`src/rtl/evr_trigger_sequencer.sv`:
```
// evr_trigger_sequencer: bank of NCH event-triggered pulse generators fed by one
// EVR event-code stream. Each channel holds a shadow configuration that is copied
// into its active registers only while the channel is idle. Once an event matches,
// the channel waits a programmed delay and then emits a pulse of programmed width.
//
// Config interface: cfg_wr and cfg_commit are single-cycle strobes that are accepted
// on every cycle, so there is no ready signal. A commit to a busy channel is held
// pending. cfg_busy stays high while any commit is still waiting for its channel
// to return to IDLE.
module evr_trigger_sequencer #(
    parameter  int NCH = 4,
    parameter  int CW  = 32,
    localparam int CHW = (NCH > 1) ? $clog2(NCH) : 1
) (
    input  logic             Clock,
    input  logic             Reset,
    input  logic [7:0]       eventStream,
    input  logic             cfg_wr,
    input  logic [CHW-1:0]   cfg_ch,
    input  logic [1:0]       cfg_sel,
    input  logic [31:0]      cfg_data,
    input  logic             cfg_commit,
    output logic             cfg_busy,
    output logic [NCH-1:0]   trigger,
    output logic [NCH-1:0]   active,
    output logic [NCH-1:0]   missed,
    output logic [2*NCH-1:0] stateDebug
);

    typedef enum logic [1:0] {
        IDLE  = 2'd0,
        DELAY = 2'd1,
        PULSE = 2'd2
    } chState_t;

    logic [NCH-1:0] pendingVec;

    assign cfg_busy = |pendingVec;

    for (genvar ch = 0; ch < NCH; ch++) begin : gChan
        logic [7:0]    shEvent, acEvent;
        logic [CW-1:0] shDelay, shWidth, acDelay, acWidth;
        logic          shEnable, shPol, acEnable, acPol;
        chState_t      state, stateNext;
        logic [CW-1:0] cnt, cntNext;
        logic          pending, pendingNext;
        logic          selected, match, copyNow;
        logic          trigNext, missedNext;
        logic          trigReg, missedReg;

        assign selected = (cfg_ch == CHW'(ch));

        // Match only ever looks at the active registers; a null code never fires.
        assign match = acEnable && (acEvent != 8'h00) && (eventStream == acEvent)
                       && (acWidth != '0);

        assign trigger[ch]            = trigReg;
        assign missed[ch]             = missedReg;
        assign active[ch]             = (state != IDLE);
        assign pendingVec[ch]         = pending;
        assign stateDebug[2*ch +: 2]  = state;

        // Shadow register writes, accepted in any channel state.
        always_ff @(posedge Clock or posedge Reset) begin
            if (Reset) begin
                shEvent  <= '0;
                shDelay  <= '0;
                shWidth  <= '0;
                shEnable <= 1'b0;
                shPol    <= 1'b0;
            end else if (cfg_wr && selected) begin
                case (cfg_sel)
                    2'd0: shEvent <= cfg_data[7:0];
                    2'd1: shDelay <= cfg_data[CW-1:0];
                    2'd2: shWidth <= cfg_data[CW-1:0];
                    default: begin
                        shPol    <= cfg_data[1];
                        shEnable <= cfg_data[0];
                    end
                endcase
            end
        end

        // Active config and pending flag: the copy lands only on an edge where the channel is IDLE.
        always_ff @(posedge Clock or posedge Reset) begin
            if (Reset) begin
                acEvent  <= '0;
                acDelay  <= '0;
                acWidth  <= '0;
                acEnable <= 1'b0;
                acPol    <= 1'b0;
                pending  <= 1'b0;
            end else begin
                pending <= pendingNext;
                if (copyNow) begin
                    acEvent  <= shEvent;
                    acDelay  <= shDelay;
                    acWidth  <= shWidth;
                    acEnable <= shEnable;
                    acPol    <= shPol;
                end
            end
        end

        // State register plus registered trigger/missed outputs.
        always_ff @(posedge Clock or posedge Reset) begin
            if (Reset) begin
                state     <= IDLE;
                cnt       <= '0;
                trigReg   <= 1'b0;
                missedReg <= 1'b0;
            end else begin
                state     <= stateNext;
                cnt       <= cntNext;
                trigReg   <= trigNext;
                missedReg <= missedNext;
            end
        end

        // Next-state logic: delay countdown, then pulse countdown, back to idle.
        always_comb begin
            stateNext = state;
            cntNext   = cnt;
            case (state)
                IDLE: begin
                    if (match) begin
                        if (acDelay == '0) begin
                            stateNext = PULSE;
                            cntNext   = acWidth - CW'(1);
                        end else begin
                            stateNext = DELAY;
                            cntNext   = acDelay - CW'(1);
                        end
                    end
                end
                DELAY: begin
                    if (cnt == '0) begin
                        stateNext = PULSE;
                        cntNext   = acWidth - CW'(1);
                    end else begin
                        cntNext = cnt - CW'(1);
                    end
                end
                PULSE: begin
                    if (cnt == '0) begin
                        stateNext = IDLE;
                    end else begin
                        cntNext = cnt - CW'(1);
                    end
                end
                default: begin
                    stateNext = IDLE;
                    cntNext   = '0;
                end
            endcase
        end

        // Output logic: commit handling, missed-event flag and the next trigger level.
        always_comb begin
            copyNow     = (state == IDLE) && (pending || (cfg_commit && selected));
            pendingNext = pending;
            if (copyNow) begin
                pendingNext = 1'b0;
            end else if (cfg_commit && selected) begin
                pendingNext = 1'b1;
            end
            missedNext = match && (state != IDLE);
            // Polarity must follow a commit landing this edge so the idle level tracks it.
            trigNext   = (copyNow ? shPol : acPol) ^ (stateNext == PULSE);
        end
    end

endmodule
```
`config.mk`:
```
export PLATFORM = sky130hd
export DESIGN_NAME = evr_trigger_sequencer
export DESIGN_NICKNAME = d
export VERILOG_FILES = /design/src/rtl/evr_trigger_sequencer.sv
export SDC_FILE = /design/constraint.sdc
export NUM_CORES = 2
export LEC_CHECK = 0
export BUFFER_PORTS_ARGS = -buffer_cell sky130_fd_sc_hd__buf_4
export CAP_MARGIN = 10
export CORE_MARGIN = 2
export CORE_UTILIZATION = 40
export CTS_BUF_LIST = sky130_fd_sc_hd__clkbuf_4 sky130_fd_sc_hd__clkbuf_8 sky130_fd_sc_hd__clkbuf_16
export CTS_CLUSTER_SIZE = 8
export DETAILED_ROUTE_END_ITERATION = 12
export GPL_TIMING_DRIVEN = 0
export PLACE_DENSITY_LB_ADDON = 0.1
export SETUP_SLACK_MARGIN = 0.05
export SLEW_MARGIN = 20
export SYNTH_ARGS = -nofsm -noshare
export SYNTH_HDL_FRONTEND = slang
export SYNTH_SLANG_ARGS = --single-unit
```
`constraint.sdc`:
```
create_clock -name Clock -period 27.2 [get_ports Clock]
set_clock_uncertainty 0.15 [all_clocks]
set_input_delay 0 -clock Clock [delete_from_list [all_inputs] [get_ports Clock]]
set_output_delay 0 -clock Clock [all_outputs]
set_load 0.1 [all_outputs]
```
# --- Yosys cells after proc, flatten, opt, wreduce, memory -nomap -nowiden ---
# Cells that the tools add are included.
op_classes:
  n_eq_ne: 29
  addsub: 12
  bitwise_logic: 5
  mux: 52
  reduce_logical: 84
op_table:
  columns: ["operator", "count"]
  rows:
  - ["$mux 32", 16]
  - ["$pmux 32 s3", 4]
  - ["$sub 32x1->32 const B", 12]
  - ["$logic_not 32->1", 8]
  - ["$reduce_bool 32->1", 4]
  - ["$reduce_and 2->1", 20]
  - ["$eq 8x8->1", 4]
  - ["$mux 2", 16]
  - ["$reduce_bool 8->1", 4]
  - ["$logic_and 1x1->1", 28]
  - ["$pmux 2 s3", 4]
  - ["$eq 2x2->1 const B", 11]
  - ["$ne 2x2->1 const B", 8]
  - ["$reduce_bool 2->1", 8]
  - ["$eq 2x1->1 const B", 6]
  - ["$logic_not 2->1", 6]
  - ["$mux 1", 12]
  - ["$logic_or 1x1->1", 4]
  - ["$reduce_or 4->1", 1]
  - ["$xor 1x1->1", 4]
  - ["$reduce_or 3->1", 1]
  - ["$not 1->1", 1]
word_totals:
  register_bits: 740
  wordCells: 242

# --- Longest topological paths before layout ---
depth:
  word_depth: 8
  mapped_depth: 11
  mapped_depth_nobuf: 9

# --- Worst setup path after synthesis ---
# No wires, ideal clock.
synth_timing:
  kind: "flip-flop to flip-flop"
  startpoint: "register gChan[3].state[1]"
  endpoint: "register gChan[3].acDelay[13]"
  path_slack_ns: 23.354
  setup_ns: 0.125
  t_arrival_ns: 3.571
  stages_incl_launch_ff: 8
  synth_period_minus_slack_ns: 3.846
  required_time_ns: 26.925
  path_cell_list: "dfrtp_1 > clkbuf_1 > nor2_1 > clkinv_1 > nor2_1 > clkbuf_1 > clkbuf_1 > mux2_2"
synth_via:
  elab_chain_cells: 2
synth_lines:
  columns: ["element", "line_no", "text"]
  rows:
  - ["start, declared", "44", "chState_t state, stateNext;"]
  - ["start signal, assigned", "113", "state <= stateNext;"]
  - ["$logic_not 2->1", "160", "copyNow = (state == IDLE) && (pending || (cfg_commit && selected));"]
  - ["$logic_and 1x1->1", "160", null]
  - ["end signal, assigned", "97", "acDelay <= shDelay;"]
  - ["end, declared", "42", "logic [CW-1:0] shDelay, shWidth, acDelay, acWidth;"]
# Every way passes these cells.
# A chain may end at the register's enable or synchronous reset.

# --- Worst setup path in the final report ---
layout_timing:
  startpoint: "register gChan[3].cnt[5]"
  endpoint: "register gChan[3].cnt[0]"
layout_via:
  elab_chain_cells: 3
  word_cells_on_any_way: 5
  classes_between: "eq/ne: 1; mux: 2; reduce/logical: 2"
layout_lines:
  columns: ["element", "line_no", "text"]
  rows:
  - ["start, declared", "45", "logic [CW-1:0] cnt, cntNext;"]
  - ["start signal, assigned", "114", "cnt <= cntNext;"]
  - ["$logic_not 32->1 (*)", "137, 145", null]
  - ["$mux 32 / $ne 2x2->1 (equally long branches)", null, null]
  - ["$pmux 32 s3 / $reduce_and 2->1 (equally long branches)", null, null]
# Mark *: on every way between the ends. The rest lies on a longest branch, timed or not.

==> impl_metrics.tcl <==
set metrics [dict create \
    areaGrowthSynthToFinish_pct 15.2 \
    die_w_um 310 \
    startpoint_type "flop" \
    critical_path_class "flop to flop" \
    wirelength_um 119000 \
    syn-cell-area_um2 37400 \
    cts_root_buffer "clkbuf_16" \
    slew_headroom 0.232 \
    start_util 0.402 \
    synth-adder-area-share 0.00635 \
    dp_slack_ns 23.05 \
    clkLatencyLatePin_ns 0.68 \
    final_common_cell "dfrtp_1" \
    slowest_delay_ns 0.93 \
    synth_top_family_by_area "multiplexers" \
    end_kind "flop" \
    cts_made_buffers 103 \
    die_h_um 310 \
    routed_via_density 5.72 \
    wire_per_inst_um 24.2 \
    ys_warn_count 0 \
    cts_sinks 740 \
    path_cells "nor4_1 > nand2_1 > nor4_2 > nand2_1 > a21oi_1 > clkbuf_1 > a21oi_1 > o21ai_0" \
    synth_seq_cells 740 \
    antenna_found_initial 17 \
    min_period_ns 4.28 \
    setup_viol 0 \
    required_ns 27.63 \
    portBuffers 65 \
    ant_nets 0 \
    dr.pass1.iters 9 \
    critPathMaxFanout 10 \
    synth_compound_area_frac 0.0888 \
    async_flop_share 1.00 \
    fmax_mhz 233 \
    maxCapViolCount 0 \
    power_leakage_nw 18.6 \
    grt.total_usage 0.249 \
    grt_pass1_vias 28100 \
    ff2ff_setup_slack_ns 22.92 \
    yosysUniqueCellTypes 83 \
    tightestPinTransition_ns 1.15 \
    vias 28100 \
    netlist_instances 3409 \
    cts_max_level 3 \
    path_clk_slew_ns 0.05 \
    cts_setup_buffers 0 \
    drive_gt1_frac 0.239 \
    crit_path_top_delay_cell "nor4_1" \
    ios 69 \
    ctsHoldBuffers 55 \
    seq_area_frac_synth 0.495 \
    p_per_area_nw_per_um2 86.4 \
    synth_fp_nets 3476 \
    rows 112 \
    rsz0062_at_grt "no" \
    die_area_um2 96100 \
    synth-xor-area-share 0.0697 \
    core_area_um2 93000 \
    synthFlopType "dfrtp_1" \
    status "completed" \
    synthMuxAreaShare 0.180 \
    nets 3710 \
    maxSlewViolCount 0 \
    layout_setup_ws_ns 22.92 \
    drc 0 \
    grt-ovfl-total 0 \
    drt_iter0_drc 2079 \
    gp_congestion 0.919 \
    peakVddDrop_uv 45.1 \
    synth_edf_count 0 \
    fin_crit_sh 0.158 \
    hold_path_class "input pin to flop" \
    grt_pass1_wl_um 180000 \
    layout_common_cells "dfrtp_1, mux2_2, nor2_1" \
    post_cts_resize_count 0 \
    synth-simple-area-share 0.136 \
    hpwl_um 84600 \
    clockBufferDepth 3 \
    avgSynthCellArea_um2 11.0 \
    final_core_util 0.464 \
    grt_max_degree 102 \
    tritoncts "built" \
    hold_viol 0 \
    arrival_ns 4.72 \
]
[synthesized netlist by cell type (9+ instances only)]
| library cell | number | area share |
|---|---|---|
| inv_1 | 46 | 0.0046 |
| or2_2 | 23 | 0.0038 |
| nor3_1 | 142 | 0.019 |
| or4_1 | 58 | 0.012 |
| buf_1 | 11 | 0.0011 |
| nor3b_1 | 14 | 0.0028 |
| nand2_1 | 172 | 0.017 |
| o221ai_1 | 10 | 0.0023 |
| o32ai_1 | 10 | 0.0023 |
| xor2_1 | 149 | 0.035 |
| dfrtp_1 | 740 | 0.49 |
| nand2b_1 | 35 | 0.0058 |
| and2_1 | 9 | 0.0015 |
| xnor2_1 | 149 | 0.035 |
| or3_1 | 47 | 0.0079 |
| nand4b_1 | 9 | 0.0021 |
| o22ai_1 | 71 | 0.012 |
| clkbuf_1 | 142 | 0.014 |
| buf_2 | 15 | 0.0020 |
| ha_1 | 19 | 0.0063 |
| a22o_1 | 10 | 0.0023 |
| nor2b_1 | 12 | 0.0020 |
| a21oi_1 | 135 | 0.018 |
| o21ai_0 | 189 | 0.025 |
| nand4_1 | 30 | 0.0050 |
| nor2_1 | 226 | 0.023 |
| nor4_1 | 115 | 0.019 |
| o21ai_1 | 18 | 0.0024 |
| nand3_1 | 43 | 0.0057 |
| buf_4 | 10 | 0.0020 |
| mux2_2 | 590 | 0.18 |
| and3_1 | 11 | 0.0018 |
| a31oi_1 | 11 | 0.0018 |
| a211oi_1 | 18 | 0.0036 |
[state kept, by name, indices dropped and copies added (netlist names), 8 cells and up]
register and count:
gChan.acDelay 128, gChan.acWidth 128, gChan.cnt 128, gChan.shDelay 128, gChan.shWidth 128, gChan.acEvent 32, gChan.shEvent 32, gChan.state 8
[report_power, final]
group          internal, mW  switching, mW
registers              1.33          0.216
clock network         0.686          0.477
logic                 0.449          0.564
[layer usage]
metal	vias to the layer above	wire length (um)	track usage
met4	6	3000	0.0682
met2	800	54400	0.391
met3	179	6370	0.0409
met1	14300	55200	0.355
met5	-	37	0
li1	12800	-	-
[kinds of logic after synthesis]
kind of cell             after synthesis
AO/OA/AOI/OAI                        549
XOR/XNOR                             298
adder cells (fa/ha/maj)               19
buffers and inverters                228
flip-flops                           740
multiplexers                         598
AND/OR/NAND/NOR                      977
[worst paths after layout]
kind                                      from                   to  cells past startpoint
setup / recovery               gChan[3].cnt[5]      gChan[3].cnt[0]                      8
max in group asynchronous                Reset     gChan[1].cnt[22]                      8
hold / removal                     cfg_data[4]  gChan[1].shWidth[4]                      3
min in group asynchronous                Reset  gChan[3].shWidth[6]                      4
hold reg to reg            gChan[3].shWidth[1]  gChan[3].acWidth[1]                      2
setup reg to reg               gChan[3].cnt[5]      gChan[3].cnt[0]                      8
[metrics by stage]
step	setup TNS [ns]	hold WS [ns]	std cells	area, um^2	power, mW
2_1_floorplan	0	0.000574	3409	37400	2.24
3_3_place_gp	-1130.19	0.106	4728	39500	2.53
3_5_place_dp	0	-0.136	4737	39800	2.56
4_1_cts	0	0.00393	4911	43100	3.75
5_1_grt	0	0.0314	4912	43100	3.92
6_report	0	0.0367	4914	43100	3.73
[critical path, delay by kind of cell (launching register included)]
kind                   cells  cell delay (ns)
AND/OR/NAND/NOR            4             2.18
AO/OA/AOI/OAI              3             0.86
buffers and inverters      1             0.57
flip-flops                 1             0.43
[layout make-up]
class	count	area, um^2
multi-input cells	2441	18100
repair buffers	129	1270
inverters	48	188
flip-flops and latches	740	18500
clock buffers	114	2690
fillers	8710	49900
clock inverters	5	91.3
plain buffers	180	754
well taps	1254	1570
diodes	3	7.51
Note: power is estimated with default switching activity, not from simulation.
